`config.mk`:
```
export PLATFORM = sky130hd
export DESIGN_NAME = axis_proc_arbiter
export DESIGN_NICKNAME = d
export VERILOG_FILES = /design/src/rtl/axis_arb_config.sv /design/src/rtl/processor_config.sv /design/src/rtl/sync_tag_fifo.sv /design/src/rtl/axis_proc_arbiter.sv
export SDC_FILE = /design/constraint.sdc
export NUM_CORES = 1
export LEC_CHECK = 0
export ABC_AREA = 0
export BUFFER_PORTS_ARGS = -buffer_cell sky130_fd_sc_hd__buf_2
export CAP_MARGIN = 0
export CORE_ASPECT_RATIO = 0.8
export CORE_MARGIN = 1.5
export CORE_UTILIZATION = 51
export CTS_BUF_LIST = sky130_fd_sc_hd__clkbuf_4
export DETAILED_ROUTE_END_ITERATION = 7
export PLACE_DENSITY = 0.8
export SLEW_MARGIN = 20
export SYNTH_ARGS = -nofsm -noshare
export SYNTH_HDL_FRONTEND = slang
export SYNTH_SLANG_ARGS = --single-unit
```
`constraint.sdc`:
```
create_clock -name clk -period 4.7 [get_ports clk]
set_clock_uncertainty 0.2 [all_clocks]
set_input_delay 1.175 -clock clk [delete_from_list [all_inputs] [get_ports clk]]
set_output_delay 1.175 -clock clk [all_outputs]
set_load 0.01 [all_outputs]
```
`src/rtl/axis_arb_config.sv`:
```
// Shared types and default sizing for the processor arbiter and its tag FIFO.
package axis_arb_config;
  localparam int DEF_NUM_SRC   = 4;
  localparam int DEF_MAX_BURST = 8;
  localparam int DEF_TAG_DEPTH = 16;

  localparam int SRC_W = $clog2(DEF_NUM_SRC);
  typedef logic [SRC_W-1:0] src_idx_t;

  typedef enum logic {IDLE, GRANT} arb_state_t;
endpackage

```
`src/rtl/processor_config.sv`:
```
// Datapath widths of the shared axis_processor; the arbiter inherits its
// forward and return widths from here.
package processor_config;
  localparam int INP_WIDTH = 8;
  localparam int OUT_WIDTH = 16;
endpackage

```
`src/rtl/sync_tag_fifo.sv`:
```
// Small synchronous FIFO holding the source index of every beat in flight
// inside the processor; head is read combinationally from the read pointer.
module sync_tag_fifo #(
  parameter int WIDTH = 2,
  parameter int DEPTH = 16
) (
  input  logic             clk,
  input  logic             arstn,
  input  logic             push,
  input  logic             pop,
  input  logic [WIDTH-1:0] din,
  output logic [WIDTH-1:0] head,
  output logic             full,
  output logic             empty
);
  localparam int PTR_W = (DEPTH > 1) ? $clog2(DEPTH) : 1;
  localparam int CNT_W = $clog2(DEPTH) + 1;

  logic [WIDTH-1:0] mem_q [DEPTH];
  logic [PTR_W-1:0] wr_ptr_q, wr_ptr_d;
  logic [PTR_W-1:0] rd_ptr_q, rd_ptr_d;
  logic [CNT_W-1:0] count_q, count_d;
  logic             do_push;
  logic             do_pop;

  // Full is taken from the registered count, so a pop cannot make room for a push in the same cycle.
  assign full    = (count_q == CNT_W'(DEPTH));
  assign empty   = (count_q == '0);
  assign do_push = push & ~full;
  assign do_pop  = pop & ~empty;
  assign head    = mem_q[rd_ptr_q];

  always_comb begin
    wr_ptr_d = wr_ptr_q;
    rd_ptr_d = rd_ptr_q;
    count_d  = count_q;
    if (do_push) wr_ptr_d = wr_ptr_q + 1'b1;
    if (do_pop)  rd_ptr_d = rd_ptr_q + 1'b1;
    case ({do_push, do_pop})
      2'b10:   count_d = count_q + 1'b1;
      2'b01:   count_d = count_q - 1'b1;
      default: count_d = count_q;
    endcase
  end

  always_ff @(posedge clk) begin
    if (!arstn) begin
      wr_ptr_q <= '0;
      rd_ptr_q <= '0;
      count_q  <= '0;
    end else begin
      wr_ptr_q <= wr_ptr_d;
      rd_ptr_q <= rd_ptr_d;
      count_q  <= count_d;
    end
  end

  always_ff @(posedge clk) begin
    if (do_push) mem_q[wr_ptr_q] <= din;
  end
endmodule

```
`src/rtl/axis_proc_arbiter.sv`:
```
// Round-robin burst arbiter sharing one axis_processor among NUM_SRC streams;
// in-order results are routed back to their requester via a source-tag FIFO.
module axis_proc_arbiter
  import axis_arb_config::*;
#(
  parameter int NUM_SRC   = DEF_NUM_SRC,
  parameter int MAX_BURST = DEF_MAX_BURST,
  parameter int TAG_DEPTH = DEF_TAG_DEPTH,
  parameter int INP_WIDTH = processor_config::INP_WIDTH,
  parameter int OUT_WIDTH = processor_config::OUT_WIDTH
) (
  input  logic                         clk,
  input  logic                         arstn,
  input  logic [NUM_SRC*INP_WIDTH-1:0] s_axis_tdata,
  input  logic [NUM_SRC-1:0]           s_axis_tvalid,
  output logic [NUM_SRC-1:0]           s_axis_tready,
  output logic [INP_WIDTH-1:0]         p_axis_tdata,
  output logic                         p_axis_tvalid,
  input  logic                         p_axis_tready,
  input  logic [OUT_WIDTH-1:0]         r_axis_tdata,
  input  logic                         r_axis_tvalid,
  output logic                         r_axis_tready,
  output logic [NUM_SRC*OUT_WIDTH-1:0] m_axis_tdata,
  output logic [NUM_SRC-1:0]           m_axis_tvalid,
  input  logic [NUM_SRC-1:0]           m_axis_tready,
  output logic                         err
);
  localparam int IDX_W = $clog2(NUM_SRC);
  localparam int CNT_W = $clog2(MAX_BURST + 1);

  arb_state_t       state_q, state_d;
  logic [IDX_W-1:0] rr_ptr_q, rr_ptr_d;
  logic [IDX_W-1:0] grant_q, grant_d;
  logic [CNT_W-1:0] beat_cnt_q, beat_cnt_d;
  logic             err_q, err_d;

  logic             pick_valid;
  logic [IDX_W-1:0] pick_idx;
  logic [IDX_W:0]   cand;
  logic [IDX_W-1:0] grant_next;
  logic             fwd_beat;

  logic             tag_push;
  logic             tag_pop;
  logic [IDX_W-1:0] tag_head;
  logic             tag_full;
  logic             tag_empty;

  // Scan from the highest offset down so the candidate closest to rr_ptr wins.
  always_comb begin
    pick_valid = 1'b0;
    pick_idx   = rr_ptr_q;
    cand       = '0;
    for (int k = NUM_SRC - 1; k >= 0; k--) begin
      cand = {1'b0, rr_ptr_q} + (IDX_W+1)'(k);
      if (cand >= (IDX_W+1)'(NUM_SRC)) cand = cand - (IDX_W+1)'(NUM_SRC);
      if (s_axis_tvalid[cand[IDX_W-1:0]]) begin
        pick_valid = 1'b1;
        pick_idx   = cand[IDX_W-1:0];
      end
    end
  end

  assign grant_next = (grant_q == IDX_W'(NUM_SRC - 1)) ? '0 : grant_q + 1'b1;

  always_comb begin
    state_d       = state_q;
    rr_ptr_d      = rr_ptr_q;
    grant_d       = grant_q;
    beat_cnt_d    = beat_cnt_q;
    err_d         = err_q | (r_axis_tvalid & tag_empty);
    p_axis_tdata  = s_axis_tdata[grant_q*INP_WIDTH +: INP_WIDTH];
    p_axis_tvalid = 1'b0;
    s_axis_tready = '0;
    fwd_beat      = 1'b0;
    tag_push      = 1'b0;
    case (state_q)
      IDLE: begin
        if (pick_valid) begin
          grant_d    = pick_idx;
          beat_cnt_d = '0;
          state_d    = GRANT;
        end
      end
      GRANT: begin
        p_axis_tvalid          = s_axis_tvalid[grant_q] & ~tag_full;
        s_axis_tready[grant_q] = p_axis_tready & ~tag_full;
        fwd_beat               = p_axis_tvalid & p_axis_tready;
        tag_push               = fwd_beat;
        if (fwd_beat) beat_cnt_d = beat_cnt_q + 1'b1;
        // A full tag FIFO only stalls the burst; the grant is kept while the source stays valid.
        if ((fwd_beat && beat_cnt_q == CNT_W'(MAX_BURST - 1)) || !s_axis_tvalid[grant_q]) begin
          state_d  = IDLE;
          rr_ptr_d = grant_next;
        end
      end
      default: state_d = IDLE;
    endcase
  end

  always_ff @(posedge clk) begin
    if (!arstn) begin
      state_q    <= IDLE;
      rr_ptr_q   <= '0;
      grant_q    <= '0;
      beat_cnt_q <= '0;
      err_q      <= 1'b0;
    end else begin
      state_q    <= state_d;
      rr_ptr_q   <= rr_ptr_d;
      grant_q    <= grant_d;
      beat_cnt_q <= beat_cnt_d;
      err_q      <= err_d;
    end
  end

  sync_tag_fifo #(
    .WIDTH (IDX_W),
    .DEPTH (TAG_DEPTH)
  ) u_tag_fifo (
    .clk   (clk),
    .arstn (arstn),
    .push  (tag_push),
    .pop   (tag_pop),
    .din   (grant_q),
    .head  (tag_head),
    .full  (tag_full),
    .empty (tag_empty)
  );

  generate
    for (genvar gi = 0; gi < NUM_SRC; gi++) begin : g_ret_data
      assign m_axis_tdata[gi*OUT_WIDTH +: OUT_WIDTH] = r_axis_tdata;
    end
  endgenerate

  always_comb begin
    m_axis_tvalid           = '0;
    m_axis_tvalid[tag_head] = r_axis_tvalid & ~tag_empty;
    r_axis_tready           = m_axis_tready[tag_head] & ~tag_empty;
    tag_pop                 = r_axis_tvalid & r_axis_tready;
  end

  assign err = err_q;
endmodule

```
Word-level counts from Yosys, hierarchy flattened --
Memories as Yosys holds them, arrays and structs flattened. A register that Yosys moved wholly into a read port is not among the register bits. Cells that the tools add are included.
Cells by class: add/sub/neg operators 13, magnitude comparators 12, eq/ne operators 7, shifts and indexed selects 1, mux-type cells 43, bitwise gates (word level) 15, reductions and logical operators 10
Operators with widths (number):
- $shiftx 32x6->8 | 1
- $mux 4 | 5
- $lt 2x3->1 const B | 6
- $mux 1 | 18
- $mux 2 | 9
- $add 4x1->4 const B | 3
- $bmux 1 s2 | 6
- $pmux 5 s2 | 1
- $and 1x1->1 | 9
- $ge 3x3->1 const B | 3
- $and 4x4->4 | 2
- $pmux 4 s2 | 1
- $sub 2x1->2 const B | 4
- $add 2x2->3 const B | 2
- $reduce_and 2->1 | 3
- $add 5x1->5 const B | 1
- $eq 5x5->1 const B | 1
- $logic_not 5->1 | 1
- $sub 5x1->5 const B | 1
- $demux 1 s2 | 2
- $eq 2x2->1 const B | 2
- $eq 4x3->1 const B | 1
- $ge 2x1->1 const B | 2
- $add 2x1->3 const B | 1
- 12 further kinds | 16
Storage, ports and cells: flip-flop bits (word level) 23, bits in writable memories 32, output and inout port bits 83, logic and storage cells 110, memories 1
Memory list:
- u_tag_fifo.mem_q | depth 16, width 2, rd ports 1, clocked after memory_dff 1, write ports 1, RTL line sync_tag_fifo.sv:19 | logic [WIDTH-1:0] mem_q [DEPTH];

Depth between registers and ports, before layout --
depth in word-level cells 11, gate-level depth with buffers 16, mapped depth without buffers 13

Modules after synthesis --
Synthesis repeated with hierarchy kept, for this count alone.
Second synthesis, totals: cell total of the unflattened synthesis 324, area, all modules 3608.5 µm²
Modules (own cells, without submodules):
- sync_tag_fifo | instances 1, cells each 164, area an instance 2213.4 µm², seq. area each 1301.2 µm²
- axis_proc_arbiter | instances 1, cells each 160, area an instance 1395.1 µm², seq. area each 200.2 µm²

Worst setup path after synthesis --
No wires, ideal clock.
path kind register -> register, start point reg (tool-made name), end point reg u_tag_fifo.count_q[4], arrival time 3.918 ns, data required time 4.436 ns, path slack 0.518 ns, cell stages (with the launch flop) 16, path buffers 3, period minus slack after synthesis 4.182 ns, cells stage by stage dfxtp_1 > buf_6 > mux4_2 > mux4_2 > or3b_4 > a21oi_2 > or2_1 > buf_6 > ha_1 > clkbuf_1 > xor2_1 > ha_1 > and4b_1 > a41o_1 > or4_1 > nand4_1
RTL lines:
- end signal: assignment | RTL line sync_tag_fifo.sv:54 | count_q <= count_d;
- end: declaration | RTL line sync_tag_fifo.sv:22 | logic [CNT_W-1:0] count_q, count_d;

==> flow_summary_export.csv <==
group,metric,value,unit
synth,synth_top_area_frac,0.2557,
critical_path,max_stage_delay,0.55,ns
sta,finalSetupViolations,0,
clocking,cts_buffer_depth,2,
critical_path,reg2reg_depth,13,
finish,antenna_cells,0,
grt,antenna_found_initial,0,
route,vias,2488,
critical_path,cp-endpoint,"u_tag_fifo.count_q[4]",
place,dpl.cell_count,430,
route,drt_first_pass_iters,8,
synth,synth_cell_type_count,54,
critical_path,cp_slowest_cell,"mux4_2",
grt,grt_pass1_vias,2369,
finish,final_cell_area,3746,um^2
die,ios,143,
critical_path,cp_top_family,"simple AND/OR/NAND/NOR gates",
sta,tightest_slew,0.6550,ns
critical_path,setup.worst_path.class,"reg -> reg",
sta,fin_setup_tns,0,ns
synth,syn_inst,358,
die,core_area,6993,um^2
place,gp_congestion,0.8452,
grt,grt.overflow.total,0,
die,die_h,79.79,um
die,die_w,98.98,um
hold_path,hp-class,"reg -> reg",
critical_path,cp.depth,13,
synth,synth_largest_area_cell,"edfxtp_1",
die,row_count,27,
route,drc,11,
route,wl_per_cell,15.17,um
finish,syn2layout_area_growth,-0.3330,%
sta,timing.fmax,232.2,MHz
place,dpl_cell_area,3617,um^2
place,pre_cts_ws,0.2554,ns
synth,synth_nets,431,
route,drt_iter0_markers,175,
place,portBuffers,62,
synth,syn_area_per_cell,10.50,um^2
power,power_density,298.1,nW/um^2
finish,drive_above_1_share,0.3036,
status,status,"complete, but fails checks",
power,p_leak,1.462,nW
sta,max-slew-margin-rel,0.5629,
synth,yosys-top-cells-count,"65 x buf_4, 49 x nor2_1, 32 x edfxtp_1, 27 x dfxtp_1, 21 x nand2_1",
sta,rsz0062_at_grt,"false",
critical_path,crit_fanout,13,
synth,synth_area,3759,um^2
clocking,root_buffer,"clkbuf_4",
critical_path,critical_path.cell_chain,"mux4_2, mux4_2, or3b_4, a21oi_2, or2_1, ha_1, a21o_1, nand3_1, a211oi_2, nor2_1, a41o_1, or4_1, nand4_1",
synth,seq_area_frac_synth,0.3995,
place,dp_hpwl,5.084,mm
critical_path,cp_num_buf_inv,0,
sta,fin_ws,0.3927,ns
critical_path,worstPathRequired,4.83,ns
critical_path,arrival,4.44,ns
finish,nets,427,
clocking,cts.sink_count,59,
sta,hold_viol,0,
critical_path,ff2ff_setup_slack,0.39,ns
power,peakVddDrop,117.1,uV
die,dieArea,7897,um^2
synth,ys_ff_latch,59,
route,ant_nets,0,
synth,ys_async_sr_fraction,0,
run,cap_violations,0,
synth,synthTopCellsByArea,"edfxtp_1 26%, dfxtp_1 14%, buf_4 13%",
clocking,cts_setup_buffers,0,
synth,synth_most_common_cell,"buf_4",
clocking,clk_pin_slew,0.10,ns
status,violations,"DRC",
critical_path,r2r_end,"u_tag_fifo.count_q[4]",
clocking,cts_tree,"yes",
critical_path,critPathLaunchType,"flip-flop",
grt,grtUsageTotal,0.1796,
grt,grt_pass1_wl,11.02,mm
clocking,htree_num_levels,3,
sta,period_share,0.9164,
sta,slew_viol_final,0,
power,power,1.117,mW
clocking,cts_made_buffers,9,
sta,fin_crit,4.307,ns
synth,yosysWarnings,0,
critical_path,crit_path_end_kind,"flip-flop",
route,routed_via_density,5.578,
grt,grt_max_degree,30,
synth,synth_flop_cell,"edfxtp_1",
finish,fillers,612,
die,start_util,0.5375,
route,drt-total-wl,6.768,mm
critical_path,crit_top_cell,"mux4_2",
finish,instances_no_fill,446,
clocking,clock_latency,0.39,ns
synth,synth-edff-count,32,
## stage by stage
stage	util	hold slack, ns
floorplan	-	0.2518
global placement	0.5173	0.2673
detailed placement	0.5173	0.2827
CTS	0.5355	0.2876
global route	0.5357	0.3124
finish	0.5357	0.2820
## layout by cell type (no fill, tap or decap), types with 3 or more instances in the layout
master	n
a21oi_1	12
and3_1	6
buf_2	62
buf_4	3
clkbuf_4	11
dfxtp_1	26
edfxtp_1	32
ha_1	13
inv_1	12
mux2i_1	9
mux4_2	16
nand2_1	21
nand2b_1	4
nand3_1	7
nand3b_1	3
nand4_1	4
nor2_1	49
nor2b_1	3
nor3_1	6
o21ai_0	6
xnor2_1	3
xor2_1	8
## power by group
part,switching [mW],internal [mW]
combinational,0.106,0.0945
clock,0.171,0.169
sequential,0.0175,0.558
## repair_timing
action | in CTS | in global routing
hold buffers | 0 | 0
hold endpoints to repair | 0 | 0
endpoints found under the setup margin | 0 | 1
gates resized for setup | 0 | 1
## kinds of logic (layout without fill, tap and decap cells)
family	count (synthesis)	after routing	synth area share
simple gates	115	115	0.1481
buf+inv	93	94	0.1684
flops	59	59	0.3995
compound gates	39	39	0.07823
mux	28	28	0.1368
fa+ha+maj	13	13	0.04328
xor+xnor	11	11	0.02563
## worst register-to-register path, stage by stage, from the launching register on
cell and delay, ns:
dfxtp_2 0.48, mux4_2 0.55, mux4_2 0.54, or3b_4 0.44, a21oi_2 0.12, or2_1 0.13, ha_1 0.39, a21o_1 0.19
nand3_1 0.09, a211oi_2 0.18, nor2_1 0.11, a41o_1 0.26, or4_1 0.46, nand4_1 0.10
## per-layer routing
| layer | GRT usage | vias to the layer above | wire length, um | share of wire |
|---|---|---|---|---|
| met2 | 0.2890 | 126 | 3082 | 0.46 |
| met3 | 0.05166 | 9 | 480 | 0.071 |
| met4 | 0.06714 | 0 | 90 | 0.013 |
| met5 | 0 | - | 0 | 0 |
| met1 | 0.2317 | 1152 | 3115 | 0.46 |
| li1 | - | 1201 | - | - |
## worst min-delay path by stage
| stage | to | cells past startpoint | start |
|---|---|---|---|
| 3_3_place_gp | err | 2 | err |
| 5_1_grt | beat_cnt_q[1] | 2 | state_q |
| 3_5_place_dp | beat_cnt_q[1] | 2 | beat_cnt_q[1] |
| 4_1_cts | beat_cnt_q[1] | 2 | state_q |
| 6_report | beat_cnt_q[1] | 2 | state_q |
| 2_1_floorplan | beat_cnt_q[1] | 2 | state_q |
## registers in the layout, indices dropped and copies added (netlist names), named ones only
name	count
beat_cnt_q	4
err	1
grant_q	2
rr_ptr_q	2
state_q	1
u_tag_fifo.count_q	5
u_tag_fifo.mem_q	32
u_tag_fifo.rd_ptr_q	4
u_tag_fifo.wr_ptr_q	4
## layout make-up
| type | count | area [um^2] | share of cell area |
|---|---|---|---|
| inverter | 13 | 50.05 | 0.01336 |
| multi-input combinational | 206 | 1624 | 0.4335 |
| timing repair buffer | 65 | 332.8 | 0.08884 |
| tap | 87 | 108.9 | 0.02906 |
| clock buffer | 11 | 82.58 | 0.02204 |
| clock inverter | 5 | 45.04 | 0.01202 |
| sequential | 59 | 1503 | 0.4011 |
Note: power is estimated with default switching activity, not from simulation.
